`src/rtl/i2s_stream_tx_if.sv`:
```
// Sample-pair stream into the I2S transmitter.
//   in_l / in_r : signed left/right samples (IN_W bits)
//   in_valid    : producer has a pair on in_l/in_r
//   in_ready    : transmitter FIFO can take a pair; a pair moves when both are high
interface i2s_stream_tx_if #(
  parameter int IN_W = 18
);
  logic signed [IN_W-1:0] in_l;
  logic signed [IN_W-1:0] in_r;
  logic                   in_valid;
  logic                   in_ready;

  modport master (output in_l, output in_r, output in_valid, input in_ready);
  modport slave  (input in_l, input in_r, input in_valid, output in_ready);
endinterface

```
`src/rtl/i2s_stream_tx.sv`:
```
// Parametrised I2S / left-justified audio transmitter.
// Stereo pairs are queued in a small FIFO, volume-scaled (optionally mixed to
// mono) and width-fitted when a frame starts, then shifted out MSB first.
// Ports:
//   clk          : system clock, the only clock domain
//   pll_lock     : asynchronous active-low reset
//   en           : transmitter enable; low clears everything but underrun_cnt
//   bck_div      : half bit-clock period in clk cycles, minus 1
//   volume       : 0 mute, 1 -12 dB, 2 -6 dB, 3 unity
//   in_if        : sample-pair stream (slave side)
//   hp_bck       : bit clock
//   hp_ws        : word select, 0 = left slot
//   hp_din       : serial data, changes on the falling edge of hp_bck
//   fifo_level   : number of stored pairs
//   underrun     : one-clk pulse when a frame starts with the FIFO empty
//   underrun_cnt : saturating count of underruns
module i2s_stream_tx #(
  parameter int IN_W     = 18,
  parameter int SAMPLE_W = 16,
  parameter int SLOT_W   = 16,
  parameter int DEPTH    = 4,
  parameter int DIV_W    = 8,
  parameter int STEREO   = 1,
  parameter int FORMAT   = 1
) (
  input  logic                         clk,
  input  logic                         pll_lock,
  input  logic                         en,
  input  logic [DIV_W-1:0]             bck_div,
  input  logic [1:0]                   volume,
  i2s_stream_tx_if.slave               in_if,
  output logic                         hp_bck,
  output logic                         hp_ws,
  output logic                         hp_din,
  output logic [$clog2(DEPTH+1)-1:0]   fifo_level,
  output logic                         underrun,
  output logic [7:0]                   underrun_cnt
);

  localparam int AW    = $clog2(DEPTH);
  localparam int LW    = $clog2(DEPTH+1);
  localparam int FRAME = 2*SLOT_W;
  localparam int BCW   = $clog2(FRAME);
  localparam int WW    = (IN_W > SAMPLE_W) ? IN_W : SAMPLE_W;

  function automatic logic signed [IN_W-1:0] scale_vol(input logic signed [IN_W-1:0] x,
                                                       input logic [1:0] vol);
    case (vol)
      2'd0:    scale_vol = '0;
      2'd1:    scale_vol = x >>> 2;
      2'd2:    scale_vol = x >>> 1;
      default: scale_vol = x;
    endcase
  endfunction

  // One guard bit makes the sum exact; halving brings it back into IN_W.
  function automatic logic signed [IN_W-1:0] mono_mix(input logic signed [IN_W-1:0] a,
                                                      input logic signed [IN_W-1:0] b);
    logic signed [IN_W:0] sum;
    sum      = (IN_W+1)'(a) + (IN_W+1)'(b);
    mono_mix = sum[IN_W:1];
  endfunction

  // Keep the top SAMPLE_W bits (truncate) or left-align with zero LSBs.
  function automatic logic [SAMPLE_W-1:0] fit_width(input logic signed [IN_W-1:0] x);
    logic [WW-1:0] t;
    t         = WW'($unsigned(x)) << (WW - IN_W);
    fit_width = t[WW-1 -: SAMPLE_W];
  endfunction

  // Left-justified bit for frame position idx; unused slot tail is zero.
  function automatic logic slot_bit(input logic [SAMPLE_W-1:0] l,
                                    input logic [SAMPLE_W-1:0] r,
                                    input logic [BCW-1:0]      idx);
    int                  p;
    logic [SAMPLE_W-1:0] w_sh;
    if (int'(idx) >= SLOT_W) begin
      p    = int'(idx) - SLOT_W;
      w_sh = r << p;
    end else begin
      p    = int'(idx);
      w_sh = l << p;
    end
    slot_bit = (p < SAMPLE_W) ? w_sh[SAMPLE_W-1] : 1'b0;
  endfunction

  function automatic logic [7:0] sat_inc(input logic [7:0] c);
    sat_inc = (c == 8'hFF) ? c : c + 8'd1;
  endfunction

  logic signed [IN_W-1:0] mem_l [DEPTH];
  logic signed [IN_W-1:0] mem_r [DEPTH];
  logic [AW-1:0]          wr_ptr, rd_ptr;
  logic [DIV_W-1:0]       div_cnt;
  logic [BCW-1:0]         bit_cnt, bit_cnt_nxt;
  logic [SAMPLE_W-1:0]    hold_l, hold_r, proc_l, proc_r, new_l, new_r;
  logic signed [IN_W-1:0] vol_l, vol_r, mix;
  logic                   bck_edge, fall, frame_start, fifo_empty, push, pop, din_nxt;

  assign in_if.in_ready = pll_lock && en && (fifo_level < LW'(DEPTH));
  assign push           = in_if.in_valid && in_if.in_ready;
  assign fifo_empty     = (fifo_level == '0);
  // >= rather than == so a smaller bck_div ends the current half period at once.
  assign bck_edge       = (div_cnt >= bck_div);
  assign fall           = bck_edge && hp_bck;
  assign frame_start    = fall && (bit_cnt == BCW'(FRAME-1));
  assign pop            = frame_start && !fifo_empty;
  assign bit_cnt_nxt    = (bit_cnt == BCW'(FRAME-1)) ? '0 : bit_cnt + 1'b1;

  always_comb begin
    vol_l = scale_vol(mem_l[rd_ptr], volume);
    vol_r = scale_vol(mem_r[rd_ptr], volume);
    mix   = mono_mix(vol_l, vol_r);
    if (STEREO != 0) begin
      proc_l = fit_width(vol_l);
      proc_r = fit_width(vol_r);
    end else begin
      proc_l = fit_width(mix);
      proc_r = proc_l;
    end
    new_l = pop ? proc_l : hold_l;
    new_r = pop ? proc_r : hold_r;
    // Left-justified needs the freshly processed MSB at the frame start itself;
    // I2S lags one bit, so the old hold supplies the previous right LSB there.
    if (FORMAT == 0)
      din_nxt = frame_start ? slot_bit(new_l, new_r, '0) : slot_bit(hold_l, hold_r, bit_cnt_nxt);
    else
      din_nxt = slot_bit(hold_l, hold_r, bit_cnt);
  end

  always_ff @(posedge clk) begin
    if (push) begin
      mem_l[wr_ptr] <= in_if.in_l;
      mem_r[wr_ptr] <= in_if.in_r;
    end
  end

  always_ff @(posedge clk or negedge pll_lock) begin
    if (!pll_lock) begin
      div_cnt      <= '0;
      hp_bck       <= 1'b0;
      hp_ws        <= 1'b0;
      hp_din       <= 1'b0;
      bit_cnt      <= BCW'(FRAME-1);
      hold_l       <= '0;
      hold_r       <= '0;
      wr_ptr       <= '0;
      rd_ptr       <= '0;
      fifo_level   <= '0;
      underrun     <= 1'b0;
      underrun_cnt <= '0;
    end else if (!en) begin
      div_cnt      <= '0;
      hp_bck       <= 1'b0;
      hp_ws        <= 1'b0;
      hp_din       <= 1'b0;
      bit_cnt      <= BCW'(FRAME-1);
      hold_l       <= '0;
      hold_r       <= '0;
      wr_ptr       <= '0;
      rd_ptr       <= '0;
      fifo_level   <= '0;
      underrun     <= 1'b0;
    end else begin
      underrun <= 1'b0;
      if (bck_edge) begin
        div_cnt <= '0;
        hp_bck  <= ~hp_bck;
      end else begin
        div_cnt <= div_cnt + 1'b1;
      end
      if (fall) begin
        bit_cnt <= bit_cnt_nxt;
        hp_ws   <= (bit_cnt_nxt >= BCW'(SLOT_W));
        hp_din  <= din_nxt;
      end
      if (frame_start) begin
        hold_l <= new_l;
        hold_r <= new_r;
        if (fifo_empty) begin
          underrun     <= 1'b1;
          underrun_cnt <= sat_inc(underrun_cnt);
        end
      end
      if (push) wr_ptr <= wr_ptr + 1'b1;
      if (pop)  rd_ptr <= rd_ptr + 1'b1;
      fifo_level <= fifo_level + LW'(push) - LW'(pop);
    end
  end

endmodule

```
`src/flat_wrapper.sv`:
```
// flat-port wrapper written by rule: the top's interface ports become plain ports
module i2s_stream_tx_flat 
#(
  parameter int IN_W     = 18,
  parameter int SAMPLE_W = 16,
  parameter int SLOT_W   = 16,
  parameter int DEPTH    = 4,
  parameter int DIV_W    = 8,
  parameter int STEREO   = 1,
  parameter int FORMAT   = 1
)
  (clk, pll_lock, en, bck_div, volume, hp_bck, hp_ws, hp_din, fifo_level, underrun, underrun_cnt, in_if_in_l, in_if_in_r, in_if_in_valid, in_if_in_ready);
  i2s_stream_tx_if #(.IN_W(IN_W)) in_if_i ();
  input  logic clk;
  input  logic pll_lock;
  input  logic en;
  input  logic [DIV_W-1:0] bck_div;
  input  logic [1:0] volume;
  output logic hp_bck;
  output logic hp_ws;
  output logic hp_din;
  output logic [$clog2(DEPTH+1)-1:0] fifo_level;
  output logic underrun;
  output logic [7:0] underrun_cnt;
  input wire logic [$bits(in_if_i.in_l)-1:0] in_if_in_l;
  input wire logic [$bits(in_if_i.in_r)-1:0] in_if_in_r;
  input wire logic [$bits(in_if_i.in_valid)-1:0] in_if_in_valid;
  output wire logic [$bits(in_if_i.in_ready)-1:0] in_if_in_ready;
  assign in_if_i.in_l = in_if_in_l;
  assign in_if_i.in_r = in_if_in_r;
  assign in_if_i.in_valid = in_if_in_valid;
  assign in_if_in_ready = in_if_i.in_ready;
  i2s_stream_tx #(.IN_W(IN_W), .SAMPLE_W(SAMPLE_W), .SLOT_W(SLOT_W), .DEPTH(DEPTH), .DIV_W(DIV_W), .STEREO(STEREO), .FORMAT(FORMAT)) u_core (.clk(clk), .pll_lock(pll_lock), .en(en), .bck_div(bck_div), .volume(volume), .in_if(in_if_i), .hp_bck(hp_bck), .hp_ws(hp_ws), .hp_din(hp_din), .fifo_level(fifo_level), .underrun(underrun), .underrun_cnt(underrun_cnt));
endmodule
```
`config.mk`:
```
export PLATFORM = sky130hd
export DESIGN_NAME = i2s_stream_tx_flat
export DESIGN_NICKNAME = d
export VERILOG_FILES = /design/src/rtl/i2s_stream_tx_if.sv /design/src/rtl/i2s_stream_tx.sv /design/src/flat_wrapper.sv
export SDC_FILE = /design/constraint.sdc
export NUM_CORES = 1
export LEC_CHECK = 0
export CAP_MARGIN = 20
export CORE_ASPECT_RATIO = 0.6
export CORE_MARGIN = 5
export CORE_UTILIZATION = 58
export DETAILED_ROUTE_END_ITERATION = 6
export GPL_ROUTABILITY_DRIVEN = 0
export PLACE_DENSITY = 0.81
export SYNTH_ARGS = -nofsm -noshare
export SYNTH_HDL_FRONTEND = slang
export SYNTH_SLANG_ARGS = --single-unit
```
`constraint.sdc`:
```
create_clock -name clk -period 4.2 [get_ports clk]
set_clock_uncertainty 0.15 [all_clocks]
set_input_delay 1.26 -clock clk [delete_from_list [all_inputs] [get_ports clk]]
set_output_delay 1.26 -clock clk [all_outputs]
set_load 0.03 [all_outputs]
```
# Word-level counts from Yosys, hierarchy flattened
# Memory sizes are Yosys's and may differ from the RTL's.
# Cells that the tools add are included.
# op_classes
eq_ne	9
bitwise_logic	2
addsub	8
shifts	2
muxes	32
reduce_logical	11
order_cmp	5
# ops
cell	n
16-bit 2-to-1 mux	7
18-bit case mux with 3 select lines	2
32-bit by 6-bit < comparator with 1-bit output, second input constant	1
32-bit 2-to-1 mux	1
16-bit by 32-bit left shift with 16-bit output	1
8-bit by 1-bit adder with 8-bit output, second input constant	2
8-bit 2-to-1 mux	2
16-bit by 5-bit left shift with 16-bit output	1
5-bit 2-to-1 mux	3
1-bit 2-to-1 mux	12
5-bit >= comparator, second input constant	2
2-bit by 1-bit inequality test with 1-bit output, second input constant	5
8-bit equality test, second input constant	1
8-bit >= comparator	1
2-bit 2-to-1 mux	4
1-bit logical AND	6
5-bit by 5-bit subtractor with 6-bit output, second input constant	1
5-bit by 1-bit adder with 5-bit output, second input constant	1
5-bit equality test, second input constant	1
2-bit by 1-bit adder with 2-bit output, second input constant	2
4-bit AND reduction	1
3-bit by 1-bit adder with 3-bit output	1
3-bit logical NOT	1
3-bit < comparator, second input constant	1
other kinds (8)	9
# totals
out_inout_bits	16
mem_bits_rw	144
inputBits	50
wordCells	83
mem_count	2
regBits	64
# memory_table
name	depth	word_bits	rd	rd_clocked_by_memory_dff	write_ports	line_no	source
u_core.mem_l	4	18	1	0	1	i2s_stream_tx.sv:91	logic signed [IN_W-1:0] mem_l [DEPTH];
u_core.mem_r	4	18	1	0	1	i2s_stream_tx.sv:92	logic signed [IN_W-1:0] mem_r [DEPTH];

# Depth between registers and ports, before layout
# Gate-level depths: netlist of run 1.
# logic_depth
ltp_word	7
depth_mapped	15

# Worst setup path after synthesis of run 1
# No wires, ideal clock.
# synth_timing
path_type	input to register
startpoint	input port bck_div[0]
endpoint	register u_core.fifo_level[2]
path_slack_ps	-1
path_stages	14
arrival_time_ps	3932
path_cell_list	ha_1 -> nand2b_1 -> a2111o_1 -> a311oi_2 -> nor3_1 -> buf_6 -> buf_6 -> ha_1 -> inv_1 -> ha_1 -> inv_1 -> fa_1 -> xnor2_1 -> and2_1
# synth_between
elab_chain_len	6
# synth_lines
element	line_no	source
start: declaration	flat_wrapper.sv:17	input logic [DIV_W-1:0] bck_div;
8-bit >= comparator	i2s_stream_tx.sv:104	assign bck_edge = (div_cnt >= bck_div);
1-bit logical AND	i2s_stream_tx.sv:105	assign fall = bck_edge && hp_bck;
1-bit logical AND	i2s_stream_tx.sv:106	assign frame_start = fall && (bit_cnt == BCW'(FRAME-1));
1-bit logical AND	i2s_stream_tx.sv:107	assign pop = frame_start && !fifo_empty;
3-bit by 1-bit subtractor with 3-bit output	i2s_stream_tx.sv:187	fifo_level <= fifo_level + LW'(push) - LW'(pop);
3-bit 2-to-1 mux	i2s_stream_tx.sv:152	end else if (!en) begin
end signal: assignment	i2s_stream_tx.sv:187	
end: declaration	i2s_stream_tx.sv:35	output logic [$clog2(DEPTH+1)-1:0] fifo_level,
# Every way passes these cells.
# A chain may end at the register's enable or synchronous reset.

# Worst setup path after layout of run 1
# Ends and elaborated chain as after synthesis.

==> results of run 1 <==
## per-layer routing
| metal | wire [µm] | share of wire | global-route usage | vias to the layer above |
|---|---|---|---|---|
| met2 | 8676 | 0.47 | 0.3310 | 223 |
| met3 | 1414 | 0.077 | 0.07094 | 32 |
| met1 | 7916 | 0.43 | 0.3042 | 2763 |
| met4 | 301 | 0.016 | 0.05559 | 0 |
| met5 | 0 | 0 | 0 | - |
| li1 | - | - | - | 2492 |
## cell type report
class | instances | area [µm²]
fillers | 939 | 4518
multi-input cells | 382 | 2948
clock buffers | 18 | 429.2
clock inverters | 14 | 196.4
inverters | 19 | 71.32
flip-flops and latches | 192 | 5453
repair buffers | 77 | 728.2
well taps | 198 | 247.7
## power by group through the flow
stage,clock [mW],sequential (mW),combinational [mW]
finish,1.68,2.05,0.203
detailed placement,0,2.09,0.200
global placement,0,2.09,0.190
global route,1.79,2.05,0.222
CTS,1.70,2.05,0.203
floorplan,0,2.09,0.0983
## sequential cells by signal, indices dropped and copies added (netlist names)
signal	count
u_core.bit_cnt	5
u_core.div_cnt	8
u_core.fifo_level	3
u_core.hold_l	16
u_core.hold_r	16
u_core.hp_bck	1
u_core.hp_din	1
u_core.hp_ws	1
u_core.mem_l	64
u_core.mem_r	64
u_core.rd_ptr	2
u_core.underrun	1
u_core.underrun_cnt	8
u_core.wr_ptr	2
## synthesized netlist by cell type, types with 6 or more instances
cell / instances / area (µm²)
nor2_1: 16 / 60.06
o21ai_1: 21 / 105.1
nand2b_1: 7 / 43.79
o2111ai_1: 26 / 227.7
nand3_1: 25 / 125.1
buf_2: 6 / 30.03
xor2_1: 7 / 61.31
mux2i_1: 16 / 160.2
nor2b_1: 6 / 37.54
mux4_2: 32 / 720.7
ha_1: 19 / 237.7
nand2_1: 75 / 281.5
clkbuf_1: 30 / 112.6
inv_1: 18 / 67.56
o21ai_0: 17 / 85.08
and2_1: 33 / 206.5
xnor2_1: 10 / 87.58
edfxtp_1: 128 / 3844
a21oi_1: 27 / 135.1
dfrtp_1: 59 / 1476
## placed cells by master (no fill, tap or decap), types with 5 or more instances in the layout
cell               n
inv_1             18
dfstp_2            5
nor2_1            16
buf_4             15
xor2_1             7
mux2i_1           16
ha_1              19
o21ai_1           21
mux4_2            32
and2_1            33
nand4_1            5
o2111ai_1         26
nand2_1           75
xnor2_1           10
o21ai_0           17
edfxtp_1         128
a21oi_1           27
clkdlybuf4s50_1   58
clkbuf_16         17
nand2b_1           7
dfrtp_1           58
nor2b_1            6
nand3_1           25
## cell families after synthesis
family	share of synthesized area
compound gates	0.08602
mux	0.1040
buf+inv	0.03328
fa+ha+maj	0.02968
flops	0.6278
simple gates	0.1020
xor+xnor	0.01715
## per-stage QoR
step	utilization	setup TNS, ns	power [mW]	setup WS, ns	hold slack (ns)
finish	0.6904	0	3.934	0.2482	0.3706
global route	0.6904	0	4.058	0.1446	0.3861
CTS	0.6904	0	3.955	0.2691	0.3748
detailed placement	0.6475	-0.2813	2.290	-0.1870	0.3641
global placement	0.6475	-0.1201	2.278	-0.1201	0.3319
floorplan	-	0	2.189	0.06114	0.3178
## worst paths after layout
path	from	endpoint	slack, ns	cells past startpoint
max in group asynchronous	pll_lock	u_core.rd_ptr[0]$_DFFE_PN0P_	2.43	2
worst max-delay path	bck_div[0]	u_core.fifo_level[2]$_DFF_PN0_	0.25	13
worst max register to register	u_core.bit_cnt[1]$_DFFE_PN1P_	u_core.fifo_level[2]$_DFF_PN0_	1.01	12
worst min register to register	u_core.underrun_cnt[7]$_DFFE_PN0P_	u_core.underrun_cnt[7]$_DFFE_PN0P_	0.37	1
min in group asynchronous	pll_lock	u_core.hp_bck$_DFFE_PN0P_	0.88	2
worst min-delay path	u_core.underrun_cnt[7]$_DFFE_PN0P_	u_core.underrun_cnt[7]$_DFFE_PN0P_	0.37	1
==> flow_metrics.env, run 1 <==
export IMPL_status="finished, violations left"
export IMPL_violations="design-rule violations"
export IMPL_ant_nets=0
export IMPL_finalHoldViolations=0
export IMPL_dp_hpwl_um=11570
export IMPL_cts_root_buf="clkbuf_16"
export IMPL_cts_inserted_buffers=17
export IMPL_hold_buffers=0
export IMPL_die_h_um=104.8
export IMPL_grt_max_degree=82
export IMPL_insertion_delay_ns=0.44
export IMPL_postCtsSetupBuffers=0
export IMPL_synth_area_mm2=0.008683
export IMPL_drtIter0Drc=481
export IMPL_report_final_slew_viol_count=0
export IMPL_vias=5510
export IMPL_htreeDepth=4
export IMPL_worst_path_buf_inv=3
export IMPL_finalCritPeriodShare=0.9409
export IMPL_dieArea_mm2=0.01760
export IMPL_portBuffers=61
export IMPL_area_growth_pct=16.01
export IMPL_p_int_mw=3.037
export IMPL_grt_first_pass_wirelength_um=29630
export IMPL_antenna_diode_count=0
export IMPL_grt_total_usage=0.2162
export IMPL_crit_chain="clkdlybuf4s50_1, ha_1, nand2b_1, a2111o_1, a311oi_2, nor3_2, ha_1, inv_1, ha_1, inv_1, fa_1, xnor2_1, and2_1"
export IMPL_drtPass1Iterations=7
export IMPL_cp_arrival_ns=4.13
export IMPL_cts_resized=0
export IMPL_clockBufferDepth=2
export IMPL_syn_inst=638
export IMPL_cts_tree="done"
export IMPL_seqPwrFrac=0.521
export IMPL_synth_distinct_cells=52
export IMPL_cp_common_cell="ha_1"
export IMPL_drc_errors=22
export IMPL_cts_num_sinks=192
export IMPL_num_rows=34
export IMPL_synth_edff_count=128
export IMPL_p_sw_frac=0.2280
export IMPL_postSynthAreaPerCell_um2=13.61
export IMPL_drive_gt1_frac=0.1353
export IMPL_initial_core_util=0.5951
export IMPL_ys_warn_count=0
export IMPL_overflow=0
export IMPL_fin_area_mm2=0.01007
export IMPL_viasPerCell=6.122
export IMPL_power_switching_mw=0.8968
export IMPL_worst_setup_path_start_kind="input port"
export IMPL_dpl_instance_area_mm2=0.009448
export IMPL_ys_seq_elements=192
export IMPL_wl_per_cell_um=20.34
export IMPL_die_w_um=168.0
export IMPL_fin_crit_ns=3.952
export IMPL_num_nets_final=759
export IMPL_synthFlopType="edfxtp_1"
export IMPL_grt_pass1_vias=5433
export IMPL_io_pins=66
export IMPL_p_comb_frac=0.051
export IMPL_drt_wl_total_um=18310
export IMPL_worst_setup_path_end_kind="register"
export IMPL_cpLargestDelayFamily="adder cells"
export IMPL_slowest_delay_ns=0.45
export IMPL_cts_clk_slew_worst_paths_ns=0.08
export IMPL_tightest_slew_ns=1.008
export IMPL_clkPwrFrac=0.427
export IMPL_peakVddDrop_v=0.0003089
export IMPL_core_mm2=0.01459
export IMPL_setup_violations=0
export IMPL_layout_cells_non_filler=900
export IMPL_place_inst=868
export IMPL_relSlewSlack=0.3280
export IMPL_hold_class="reg2reg"
export IMPL_async_flop_share=0.3333
export IMPL_power_density_mw_per_mm2=390.5
export IMPL_fmax_ghz=0.2531
export IMPL_cap_viol_max_count=0
export IMPL_required_ns=4.38
export IMPL_rsz0062_at_grt="no"
export IMPL_p_leak_nw=3.800
export IMPL_antenna_found_initial=0
export IMPL_synth_seq_area_share=0.6278
export IMPL_crit_fanout=2
export IMPL_critPathSlowestCell="a2111o_1"
export IMPL_synth_nets=708
export IMPL_crit_type="in2reg"
Note: power is estimated with default switching activity, not from simulation.
==> inputs of run 2 (changes only) <==
- CORE_UTILIZATION: 58 -> 63
- CTS_CLUSTER_DIAMETER: not set -> 200
- PLACE_DENSITY: 0.81 -> 0.87
- clock period: 4.2 -> 4.9 ns (I/O delays scaled with it)
==> flow_metrics.env, run 2 (synthesis results as in run 1) <==
export IMPL_routed_wl_met2_um=8877
export IMPL_insertion_delay_ns=0.43
export IMPL_required_ns=5.07
export IMPL_drt_met1_wl_um=7603
export IMPL_vias=5547
export IMPL_drt_wl_total_um=18110
export IMPL_cap_viol_max_count=0
export IMPL_met3_length_um=1411
export IMPL_final_common_cell="edfxtp_1"
export IMPL_relSlewSlack=0.3378
export IMPL_drtIter0Drc=652
export IMPL_setup_slack_ns=0.5925
export IMPL_tns_ns=0
export IMPL_final_cell_mix="128 x edfxtp_1, 75 x nand2_1, 58 x clkdlybuf4s50_1, 58 x dfrtp_1, 33 x and2_1"
export IMPL_worst_setup_path_start_kind="input port"
export IMPL_antenna_diode_count=0
export IMPL_crit_fanout=3
export IMPL_grt_pass1_vias=5441
export IMPL_peakVddDrop_v=0.0002866
export IMPL_io_pins=66
export IMPL_dieArea_mm2=0.01631
export IMPL_finalHoldViolations=0
export IMPL_initial_core_util=0.6392
export IMPL_status="complete, no violations"
export IMPL_wl_per_cell_um=20.67
export IMPL_report_final_slew_viol_count=0
export IMPL_cp_arrival_ns=4.47
export IMPL_die_w_um=161.6
export IMPL_top_regs="u_core.mem_l x64, u_core.mem_r x64"
export IMPL_clockBufferDepth=2
export IMPL_cts_num_sinks=192
export IMPL_hold_class="reg2reg"
export IMPL_area_growth_pct=15.04
export IMPL_dp_hpwl_um=11350
export IMPL_place_ws_ns=0.1967
export IMPL_fin_crit_ns=4.308
export IMPL_drc_errors=0
export IMPL_crit_type="in2reg"
export IMPL_ant_nets=0
export IMPL_num_rows=33
export IMPL_cts_inserted_buffers=17
export IMPL_p_leak_nw=3.778
export IMPL_viasPerCell=6.332
export IMPL_hold_buffers=0
export IMPL_grt_total_usage=0.2323
export IMPL_worst_setup_path_end_kind="register"
export IMPL_overflow=0
export IMPL_grt_first_pass_wirelength_um=29190
export IMPL_power_density_mw_per_mm2=326.1
export IMPL_cts_resized=0
export IMPL_grt_max_degree=82
export IMPL_tightest_slew_ns=0.9934
export IMPL_cts_clk_slew_worst_paths_ns=0.08
export IMPL_cts_root_buf="clkbuf_16"
export IMPL_postCtsSetupBuffers=0
export IMPL_antenna_found_initial=0
export IMPL_rsz0062_at_grt="no"
export IMPL_fmax_ghz=0.2322
export IMPL_num_nets_final=758
export IMPL_setup_violations=0
export IMPL_cts_tree="done"
export IMPL_portBuffers=61
export IMPL_htreeDepth=4
export IMPL_core_mm2=0.01358
export IMPL_fill_cells=791
export IMPL_finalCritPeriodShare=0.8791
export IMPL_die_h_um=100.9
export IMPL_drive_gt1_frac=0.1341
export IMPL_dr_max_layer_used="met4"
export IMPL_drtPass1Iterations=5
run 2: cell count changes in the layout (fill, tap and decap cells not counted), sizes merged:
cell    previous run  this run
clkinv             6         5
buf               19        18
bufinv             2         0
inv               24        27
run 2: power by group:
part	internal (mW)	switching (mW)
registers	1.75	0.00822
clock network	0.680	0.649
logic	0.0715	0.0999
total	2.50	0.757
run 2: critical path, stage by stage:
cell             delay, ns
clkdlybuf4s50_1       0.41
ha_1                  0.28
nand2b_1              0.14
a2111o_1              0.45
a311oi_2              0.42
nor3_2                0.10
ha_1                  0.29
inv_1                 0.06
ha_1                  0.14
inv_1                 0.05
fa_1                  0.37
xnor2_1               0.14
and2_1                0.15
run 2: path summary, 6_finish.rpt:
kind	from	endpoint	slack, ns	depth (start not counted)
max	bck_div[0]	u_core.fifo_level[2]$_DFF_PN0_	0.59	13
min	u_core.underrun_cnt[4]$_DFFE_PN0P_	u_core.underrun_cnt[4]$_DFFE_PN0P_	0.36	1
max reg2reg	u_core.bit_cnt[0]$_DFFE_PN1P_	u_core.fifo_level[2]$_DFF_PN0_	1.38	12
min reg2reg	u_core.underrun_cnt[4]$_DFFE_PN0P_	u_core.underrun_cnt[4]$_DFFE_PN0P_	0.36	1
max in group asynchronous	pll_lock	u_core.rd_ptr[0]$_DFFE_PN0P_	2.93	2
min in group asynchronous	pll_lock	u_core.underrun_cnt[3]$_DFFE_PN0P_	1.09	2
run 2: metal layers:
| layer | vias up | global-route usage |
|---|---|---|
| met5 | - | 0 |
| met2 | 299 | 0.3696 |
| met3 | 28 | 0.05885 |
| met4 | 0 | 0.05898 |
| li1 | 2494 | - |
| met1 | 2726 | 0.3282 |
run 2: per-stage QoR:
stage / total power [mW] / hold WS, ns / cells / area (µm²) / util
floorplan: 1.876 / 0.3178 / 638 / 8683 / -
global route: 3.364 / 0.3760 / 876 / 9990 / 0.7354
finish: 3.257 / 0.3588 / 876 / 9990 / 0.7354
global placement: 1.950 / 0.3330 / 843 / 9392 / 0.6914
detailed placement: 1.959 / 0.3532 / 843 / 9392 / 0.6914
CTS: 3.276 / 0.3652 / 875 / 9962 / 0.7334
run 2: area by class of cell:
cell class,count,area [µm²],share of cell area
flip-flops and latches,192,5453,0.5458
multi-input cells,382,2948,0.2951
repair buffers,76,728.2,0.07290
clock buffers,18,429.2,0.04296
well taps,175,219.0,0.02192
clock inverters,14,141.4,0.01415
inverters,19,71.32,0.007139
==> inputs of run 3 (changes only) <==
- CTS_CLUSTER_DIAMETER: 200 -> 150
==> results of run 3 <==
Final layout, timing and power as in run 2 (identical DEF).
